$ cat config.mk
export PLATFORM = sky130hd
export DESIGN_NAME = ccu_snoop_resp_collector
export DESIGN_NICKNAME = d
export VERILOG_FILES = /design/src/rtl/ccu_pkg.sv /design/src/rtl/ccu_snoop_port_ctrl.sv /design/src/rtl/ccu_snoop_resp_collector.sv
export SDC_FILE = /design/constraint.sdc
export NUM_CORES = 1
export LEC_CHECK = 0
export CORE_MARGIN = 2
export CORE_UTILIZATION = 37
export CTS_CLUSTER_DIAMETER = 100
export DETAILED_ROUTE_END_ITERATION = 10
export PLACE_DENSITY = 0.81
export SYNTH_ARGS = -nofsm -noshare
export SYNTH_HDL_FRONTEND = slang
export SYNTH_SLANG_ARGS = --single-unit
export TNS_END_PERCENT = 5
$ cat constraint.sdc
create_clock -name clk_i -period 2.1 [get_ports clk_i]
set_input_delay 0.315 -clock clk_i [delete_from_list [all_inputs] [get_ports clk_i]]
set_output_delay 0.315 -clock clk_i [all_outputs]
set_load 0.02 [all_outputs]
$ cat src/rtl/ccu_pkg.sv
// Shared CCU types for the snoop response collector.
package ccu_pkg;

    localparam int CR_RESP_WIDTH  = 5;
    localparam int AC_SNOOP_WIDTH = 4;

    typedef struct packed {
        logic was_unique;
        logic is_shared;
        logic pass_dirty;
        logic error;
        logic data_transfer;
    } cr_resp_t;

    typedef enum logic [1:0] {
        IDLE,
        SNOOP,
        RESP
    } collector_state_e;

endpackage

$ cat src/rtl/ccu_snoop_port_ctrl.sv
// Per-port AC/CR sequencing: one AC handshake, then one CR handshake.
module ccu_snoop_port_ctrl (
    input  logic clk,
    input  logic rst,
    input  logic clear,
    input  logic active,
    input  logic mask,
    input  logic ac_ready,
    input  logic cr_valid,
    output logic ac_valid,
    output logic cr_ready,
    output logic done
);

    logic ac_sent;
    logic cr_got;

    always_ff @(posedge clk) begin
        if (rst || clear) begin
            ac_sent <= 1'b0;
            cr_got  <= 1'b0;
        end else begin
            if (ac_valid && ac_ready) ac_sent <= 1'b1;
            if (cr_ready && cr_valid) cr_got  <= 1'b1;
        end
    end

    // CR is only readied once the AC handshake is already registered
    assign ac_valid = active & mask & ~ac_sent;
    assign cr_ready = active & mask & ac_sent & ~cr_got;
    assign done     = cr_got | (cr_ready & cr_valid);

endmodule

$ cat src/rtl/ccu_snoop_resp_collector.sv
// Fans one snoop out on AC and OR-reduces the CR responses into one result.
// Optional counters enabled by CCU_SNOOP_RESP_STATS_EN.
module ccu_snoop_resp_collector
    import ccu_pkg::*;
#(
    parameter int NoSnoopPorts = 4,
    parameter int AcAddrWidth  = 64,
    parameter int AcSnoopWidth = AC_SNOOP_WIDTH,
    parameter int CrRespWidth  = CR_RESP_WIDTH
) (
    input  logic                                clk_i,
    input  logic                                rst_i,
    input  logic                                req_valid_i,
    output logic                                req_ready_o,
    input  logic [AcAddrWidth-1:0]              req_addr_i,
    input  logic [AcSnoopWidth-1:0]             req_snoop_i,
    input  logic [NoSnoopPorts-1:0]             req_mask_i,
    output logic [NoSnoopPorts-1:0]             snp_ac_valid_o,
    input  logic [NoSnoopPorts-1:0]             snp_ac_ready_i,
    output logic [AcAddrWidth-1:0]              snp_ac_addr_o,
    output logic [AcSnoopWidth-1:0]             snp_ac_snoop_o,
    input  logic [NoSnoopPorts-1:0]             snp_cr_valid_i,
    output logic [NoSnoopPorts-1:0]             snp_cr_ready_o,
    input  logic [NoSnoopPorts*CrRespWidth-1:0] snp_cr_resp_i,
    output logic                                res_valid_o,
    input  logic                                res_ready_i,
    output logic [CrRespWidth-1:0]              res_resp_o,
    output logic [NoSnoopPorts-1:0]             res_data_mask_o,
    output logic [31:0]                         stat_snoops_o,
    output logic [31:0]                         stat_data_hits_o,
    output logic [15:0]                         stat_max_lat_o
);

    collector_state_e state_q, state_d;
    logic [AcAddrWidth-1:0]  addr_q;
    logic [AcSnoopWidth-1:0] snoop_q;
    logic [NoSnoopPorts-1:0] mask_q, dmask_q, dmask_d, done, cr_hs;
    cr_resp_t                acc_q, acc_d;
    logic                    accept, active, res_hs;

    assign req_ready_o = (state_q == IDLE) & ~rst_i;
    assign res_valid_o = (state_q == RESP) & ~rst_i;
    assign active      = (state_q == SNOOP) & ~rst_i;
    assign accept      = req_valid_i & req_ready_o;
    assign res_hs      = res_valid_o & res_ready_i;
    assign cr_hs       = snp_cr_valid_i & snp_cr_ready_o;

    for (genvar k = 0; k < NoSnoopPorts; k++) begin : g_port
        ccu_snoop_port_ctrl u_port (
            .clk      (clk_i),
            .rst      (rst_i),
            .clear    (accept),
            .active   (active),
            .mask     (mask_q[k]),
            .ac_ready (snp_ac_ready_i[k]),
            .cr_valid (snp_cr_valid_i[k]),
            .ac_valid (snp_ac_valid_o[k]),
            .cr_ready (snp_cr_ready_o[k]),
            .done     (done[k])
        );
    end

    always_comb begin
        cr_resp_t r;
        r       = '0;
        acc_d   = acc_q;
        dmask_d = dmask_q;
        for (int k = 0; k < NoSnoopPorts; k++) begin
            r = snp_cr_resp_i[k*CR_RESP_WIDTH +: CR_RESP_WIDTH];
            if (cr_hs[k]) begin
                acc_d      = acc_d | r;
                dmask_d[k] = r.data_transfer;
            end
        end
    end

    always_comb begin
        state_d = state_q;
        unique case (state_q)
            IDLE:  if (accept) state_d = (req_mask_i == '0) ? RESP : SNOOP;
            SNOOP: if (done == mask_q) state_d = RESP;
            RESP:  if (res_ready_i) state_d = IDLE;
            default: state_d = IDLE;
        endcase
    end

    always_ff @(posedge clk_i) begin
        if (rst_i) begin
            state_q <= IDLE;
            addr_q  <= '0;
            snoop_q <= '0;
            mask_q  <= '0;
            acc_q   <= '0;
            dmask_q <= '0;
        end else begin
            state_q <= state_d;
            if (accept) begin
                addr_q  <= req_addr_i;
                snoop_q <= req_snoop_i;
                mask_q  <= req_mask_i;
                acc_q   <= '0;
                dmask_q <= '0;
            end else if (state_q == SNOOP) begin
                acc_q   <= acc_d;
                dmask_q <= dmask_d;
            end
        end
    end

    assign snp_ac_addr_o   = addr_q;
    assign snp_ac_snoop_o  = snoop_q;
    assign res_resp_o      = acc_q;
    assign res_data_mask_o = dmask_q;

`ifdef CCU_SNOOP_RESP_STATS_EN
    logic [31:0] snoops_q, hits_q;
    logic [15:0] lat_q, max_q;

    // lat_q is frozen in RESP, so it equals the accept-to-valid latency there
    always_ff @(posedge clk_i) begin
        if (rst_i) begin
            snoops_q <= '0;
            hits_q   <= '0;
            lat_q    <= '0;
            max_q    <= '0;
        end else begin
            if (accept) lat_q <= 16'd1;
            else if (state_q == SNOOP && lat_q != 16'hFFFF) lat_q <= lat_q + 16'd1;
            if (state_q == RESP && lat_q > max_q) max_q <= lat_q;
            if (res_hs) begin
                snoops_q <= snoops_q + 32'd1;
                if (acc_q.data_transfer) hits_q <= hits_q + 32'd1;
            end
        end
    end

    assign stat_snoops_o    = snoops_q;
    assign stat_data_hits_o = hits_q;
    assign stat_max_lat_o   = max_q;
`else
    assign stat_snoops_o    = '0;
    assign stat_data_hits_o = '0;
    assign stat_max_lat_o   = '0;
`endif

endmodule
# Word-level counts from Yosys, hierarchy flattened
# Cells that the tools add are included.
[totals]
register_bits = 91
inputBits = 104
out_inout_bits = 167
wordCells = 95
[classes]
eq_ne = 6
muxes = 9
n_bitwise = 42
n_reduce_logical = 17
[ops]
columns = ["op", "n"]
rows = [
  ["$and A1 B1 Y1", 24],
  ["$mux W5", 4],
  ["$or A5 B5 Y5", 4],
  ["$not A1 Y1", 9],
  ["$logic_and A1 B1 Y1", 8],
  ["$mux W2", 4],
  ["$reduce_and A2 Y1", 4],
  ["$pmux W2 S3", 1],
  ["$and A4 B4 Y4", 1],
  ["$eq A4 B4 Y1", 1],
  ["$logic_not A4 Y1", 1],
  ["$ne A2 B2 Y1 const B", 2],
  ["$or A1 B1 Y1", 4],
  ["$reduce_and A3 Y1", 1],
  ["$eq A2 B1 Y1 const B", 1],
  ["$eq A2 B2 Y1 const B", 1],
  ["$logic_not A2 Y1", 1],
  ["$ne A2 B1 Y1 const B", 1],
  ["$reduce_or A2 Y1", 1],
  ["$logic_or A1 B1 Y1", 1],
]

# Logic depth before layout (Yosys ltp)
# Gate-level depths: netlist of run 1.
[depth]
ltp_word = 13
mapped_depth = 8
depth_no_buf = 4

# Hierarchy
# Synthesis of run 1 repeated with hierarchy kept, for this count alone.
[hier_totals]
cells_unflattened = 506
hier_area_um2 = 4320.4
[by_module_without_submodules]
columns = ["module", "n_inst", "cells_per_inst", "area_each_um2", "seq_area_each_um2"]
rows = [
  ["ccu_snoop_resp_collector", 1, 470, 3965.1, 1661.6],
  ["ccu_snoop_port_ctrl", 4, 9, 88.8, 40.0],
]

# Least setup slack after synthesis of run 1
# OpenSTA, ideal clock, no wires.
[synth_path]
path_type = "register to register"
startpoint = "register state_q[1]"
endpoint = "register addr_q[55] (netlist: snp_ac_addr_o[55])"
setup_time_ns = 0.074
arrival_time_ns = 1.991
required_ns = 2.026
path_slack_ns = 0.035
path_stages_with_launch = 9
path_buffers = 4
period_less_slack_ns = 2.065
cell_sequence = "dfxtp_1 > buf_2 > nor3_1 > and2_1 > buf_2 > clkbuf_1 > clkbuf_1 > nand2_1 > o21ai_0"
[synth_between]
elab_chain_len = 3
[synth_lines]
columns = ["element", "line", "text"]
rows = [
  ["start, declared", "ccu_snoop_resp_collector.sv:34", "collector_state_e state_q, state_d;"],
  ["start signal, assigned", "ccu_snoop_resp_collector.sv:96", "state_q <= state_d;"],
  ["$logic_not A2 Y1", "ccu_snoop_resp_collector.sv:41", "assign req_ready_o = (state_q == IDLE) & ~rst_i;"],
  ["$and A1 B1 Y1", "ccu_snoop_resp_collector.sv:41", ""],
  ["net req_ready_o", "ccu_snoop_resp_collector.sv:14", "output logic req_ready_o,"],
  ["$and A1 B1 Y1", "ccu_snoop_resp_collector.sv:44", "assign accept = req_valid_i & req_ready_o;"],
  ["end signal, assigned", "ccu_snoop_resp_collector.sv:98", "addr_q <= req_addr_i;"],
  ["end, declared", "ccu_snoop_resp_collector.sv:35", "logic [AcAddrWidth-1:0] addr_q;"],
]
# The timed path passes the listed nets, and every way through them passes these cells.
# A chain may end at the register's enable or synchronous reset.

# Final worst setup path of run 1
[layout_path]
startpoint = "register state_q[1]"
endpoint = "output port res_valid_o"
[layout_between]
elab_chain_len = 2
[layout_lines]
columns = ["element", "line", "text"]
rows = [
  ["$eq A2 B2 Y1", "ccu_snoop_resp_collector.sv:42", "assign res_valid_o = (state_q == RESP) & ~rst_i;"],
  ["$and A1 B1 Y1", "ccu_snoop_resp_collector.sv:42", ""],
  ["end, declared", "ccu_snoop_resp_collector.sv:25", "output logic res_valid_o,"],
]
# No other way between the ends.

==> metrics.md, run 1 <==
| Metric | Value |
|---|---|
| Ant. Diodes | 0 |
| Nets | 789 |
| Fin area | 0.00619 mm2 |
| Ys async rst share | 0% |
| Via density per instance | 4.48 |
| Critical path class | flip-flop to primary output |
| Post-route ant nets | 0 |
| Cell count after synthesis | 515 |
| Critical Path AT | 1.71 ns |
| Worst Setup End Kind | primary output |
| Total Wirelength | 11000 um |
| Clock Skew | 0.00605 ns |
| RSZ-0062 raised after global routing | true |
| Post-synth EDFFs | 0 |
| Grt ovf | 0 |
| Achievable frequency | 495 MHz |
| Clock Tree Buf Depth | 2 |
| # setup viols final | 0 |
| Wire per inst | 13.2 um |
| Final worst path period need | 2.02 ns |
| Worst path max stage delay | 0.63 ns |
| Ports | 271 |
| Commonest non-fill, non-tap cells in the layout | clkdlybuf4s50_1 (180), dfxtp_1 (91), conb_1 (80) |
| Seq/Total Area, Yosys | 42.7% |
| Startpoint types | flip-flop |
| Synthesized cell area | 0.00426 mm2 |
| Top post-synthesis cells by area | dfxtp_1 (43%), buf_4 (16%), nand2b_1 (11%) |
| Fin crit share | 96.3% |
| Post-CTS Repair Setup Buffers | 0 |
| Clock Latency Late Sink | 0.33 ns |
| Commonest non-fill, non-tap cell in the layout | clkdlybuf4s50_1 |
| Final Core Density | 54.6% |
| Pins over their slew limit | 0 |
| Yosys cell types | 37 |
| PD cells | 884 mW/mm2 |
| Overall Global Routing Usage | 17.0% |
| Share of cells above drive strength 1 | 4.35% |
| Gp weighted congestion | 0.857 |
| First-pass GRT wire length | 17200 um |
| Cts bufs inserted | 9 |
| Chip height | 111 um |
| Synth Register Bits | 91 |
| Crit-path slowest cell | clkdlybuf4s50_1 |
| Die ar. | 0.0124 mm2 |
| DRC viols | 0 |
| CTS root buf | clkbuf_16 |
| Yosys warnings | 0 |
| Pleak | 2.38 nW |
| DP Wirelength | 8130 um |
| CTS Sinks | 91 |
| Port bufs | 190 |
| WP data required | 1.78 ns |
| Final Hold Vio Count | 0 |
| Area leader, netlist | dfxtp_1 |
| Crit Path Max Fanout | 9 |
| CTS tree | done |
| Worst vdd ir | 449 uV |
| Cell Chain, Critical Path | buf_4 -> nor3b_1 -> clkdlybuf4s50_1 |
| Post-synth top flop | dfxtp_1 |
| Mapped Avg Cell Area | 8.27 um2 |
| Placed instance area | 0.00594 mm2 |
| Max Cap Viol | 0 |
| Outcome | finished, final reports clean |
| # H-tree levels | 3 |
| HP Class | flip-flop to flip-flop |
| Antenna violations before repair | 0 |
| DR vias | 3731 |
| Site Rows | 39 |
| 1st-iter DRT viols | 163 |
| Initial Util | 37.6% |
| Yosys top cell area share | 42.7% |
| Area delta synth->final | 45.2% |
| Die Span X | 111 um |
| Pre-Repair DR Iteration Count | 5 |
| Worst-path clk slew | 0.06 ns |
| Pin count of the biggest net entering global routing | 86 |
| Number of global-route vias before repair | 3582 |
| Area of the core | 0.0113 mm2 |
cells by family (layout without fill, tap and decap cells):
family                    count (synthesis)  in the layout  share of synthesized area (%)
buffers and inverters                   122            217                           18.9
AOI/OAI and AO/OA                       103            103                           13.5
muxes                                     2              2                          0.470
and+or+nand+nor                         192            192                           23.5
other                                     1             80                         0.0880
xor gates and xnor gates                  4              4                          0.822
DFF                                      91             91                           42.7
per-stage QoR:
| step | power (W) | hold slack [ns] | worst slack [ns] | std cells | TNS, ns |
|---|---|---|---|---|---|
| 6_report | 0.00547 | 0.472 | 0.0786 | 832 | 0 |
| 5_1_grt | 0.00574 | 0.489 | -0.0232 | 832 | -0.0232 |
| 4_1_cts | 0.00552 | 0.477 | 0.0439 | 832 | 0 |
| 3_5_place_dp | 0.00405 | 0.466 | 0.0380 | 817 | 0 |
| 3_3_place_gp | 0.00401 | 0.459 | 0.0852 | 817 | 0 |
| 2_1_floorplan | 0.00326 | 0.424 | 0.0348 | 594 | 0 |
Yosys cell counts (3+ instances only):
cell type  count
buf_2          5
dfxtp_1       91
buf_4         89
clkbuf_1      25
a21oi_1       11
nor3_1         3
nor3b_1        5
o21ai_0       72
a31oi_1        7
a222oi_1       4
nand2_1       76
nor2_1        18
nand2b_1      74
nor2b_1        4
report_power, final:
part           leakage [nW]  switching (W)  internal, W
Clock                 0.132       0.000633     0.000823
Sequential            0.746       0.000167      0.00201
Combinational          1.50       0.000989     0.000849
timing repair:
action	4_1_cts	5_1_grt
gates resized for setup	8	8
hold buffers	0	0
setup endpoints to repair	8	4
flip-flops by register name, summed over array words and instances (netlist names):
register	count
res_data_mask_o	4
res_resp_o	5
g_port.u_port.ac_sent	4
state_q	2
snp_ac_addr_o	64
snp_ac_snoop_o	4
g_port.u_port.cr_got	4
mask_q	4
final cells by class:
type	count	area, um2
inverters	2	7.51
well taps	143	179
repair buffers	200	1980
multi-input cells	381	1930
flip-flops and latches	91	1820
clock inverters	3	15.0
fillers	1024	5130
clock buffers	12	246
path summary, 6_finish.rpt:
kind              cells after the start               from           endpoint  slack (ns)
hold reg to reg                       2  snp_ac_addr_o[63]  snp_ac_addr_o[63]        0.47
hold / removal                        2  snp_ac_addr_o[63]  snp_ac_addr_o[63]        0.47
setup / recovery                      3         state_q[1]        res_valid_o        0.08
setup reg to reg                      5         state_q[0]         state_q[1]        0.12
critical path: cells and delay by family (launching register included):
kind / cells / cell delay (ns)
buffers and inverters: 2 / 0.81
flip-flops: 1 / 0.37
AND/OR/NAND/NOR: 1 / 0.20
routing by layer:
layer	up-vias	wire, um	GRT usage, %
met1	1701	4550	19.6
met3	11	967	7.00
met4	0	142	5.35
met2	167	5310	28.7
met5	-	0	0
li1	1852	-	-
Power figures use the tool's default switching activity.
==> run 2, diff against run 1 <==
--- a/config.mk
+++ b/config.mk
@@ -8,6 +8,7 @@
 export CORE_MARGIN = 2
 export CORE_UTILIZATION = 37
 export CTS_CLUSTER_DIAMETER = 100
+export CTS_CLUSTER_SIZE = 25
 export DETAILED_ROUTE_END_ITERATION = 10
 export PLACE_DENSITY = 0.81
 export SYNTH_ARGS = -nofsm -noshare
==> results of run 2 <==
The final DEF is identical to that of run 1; final timing and power are the same.
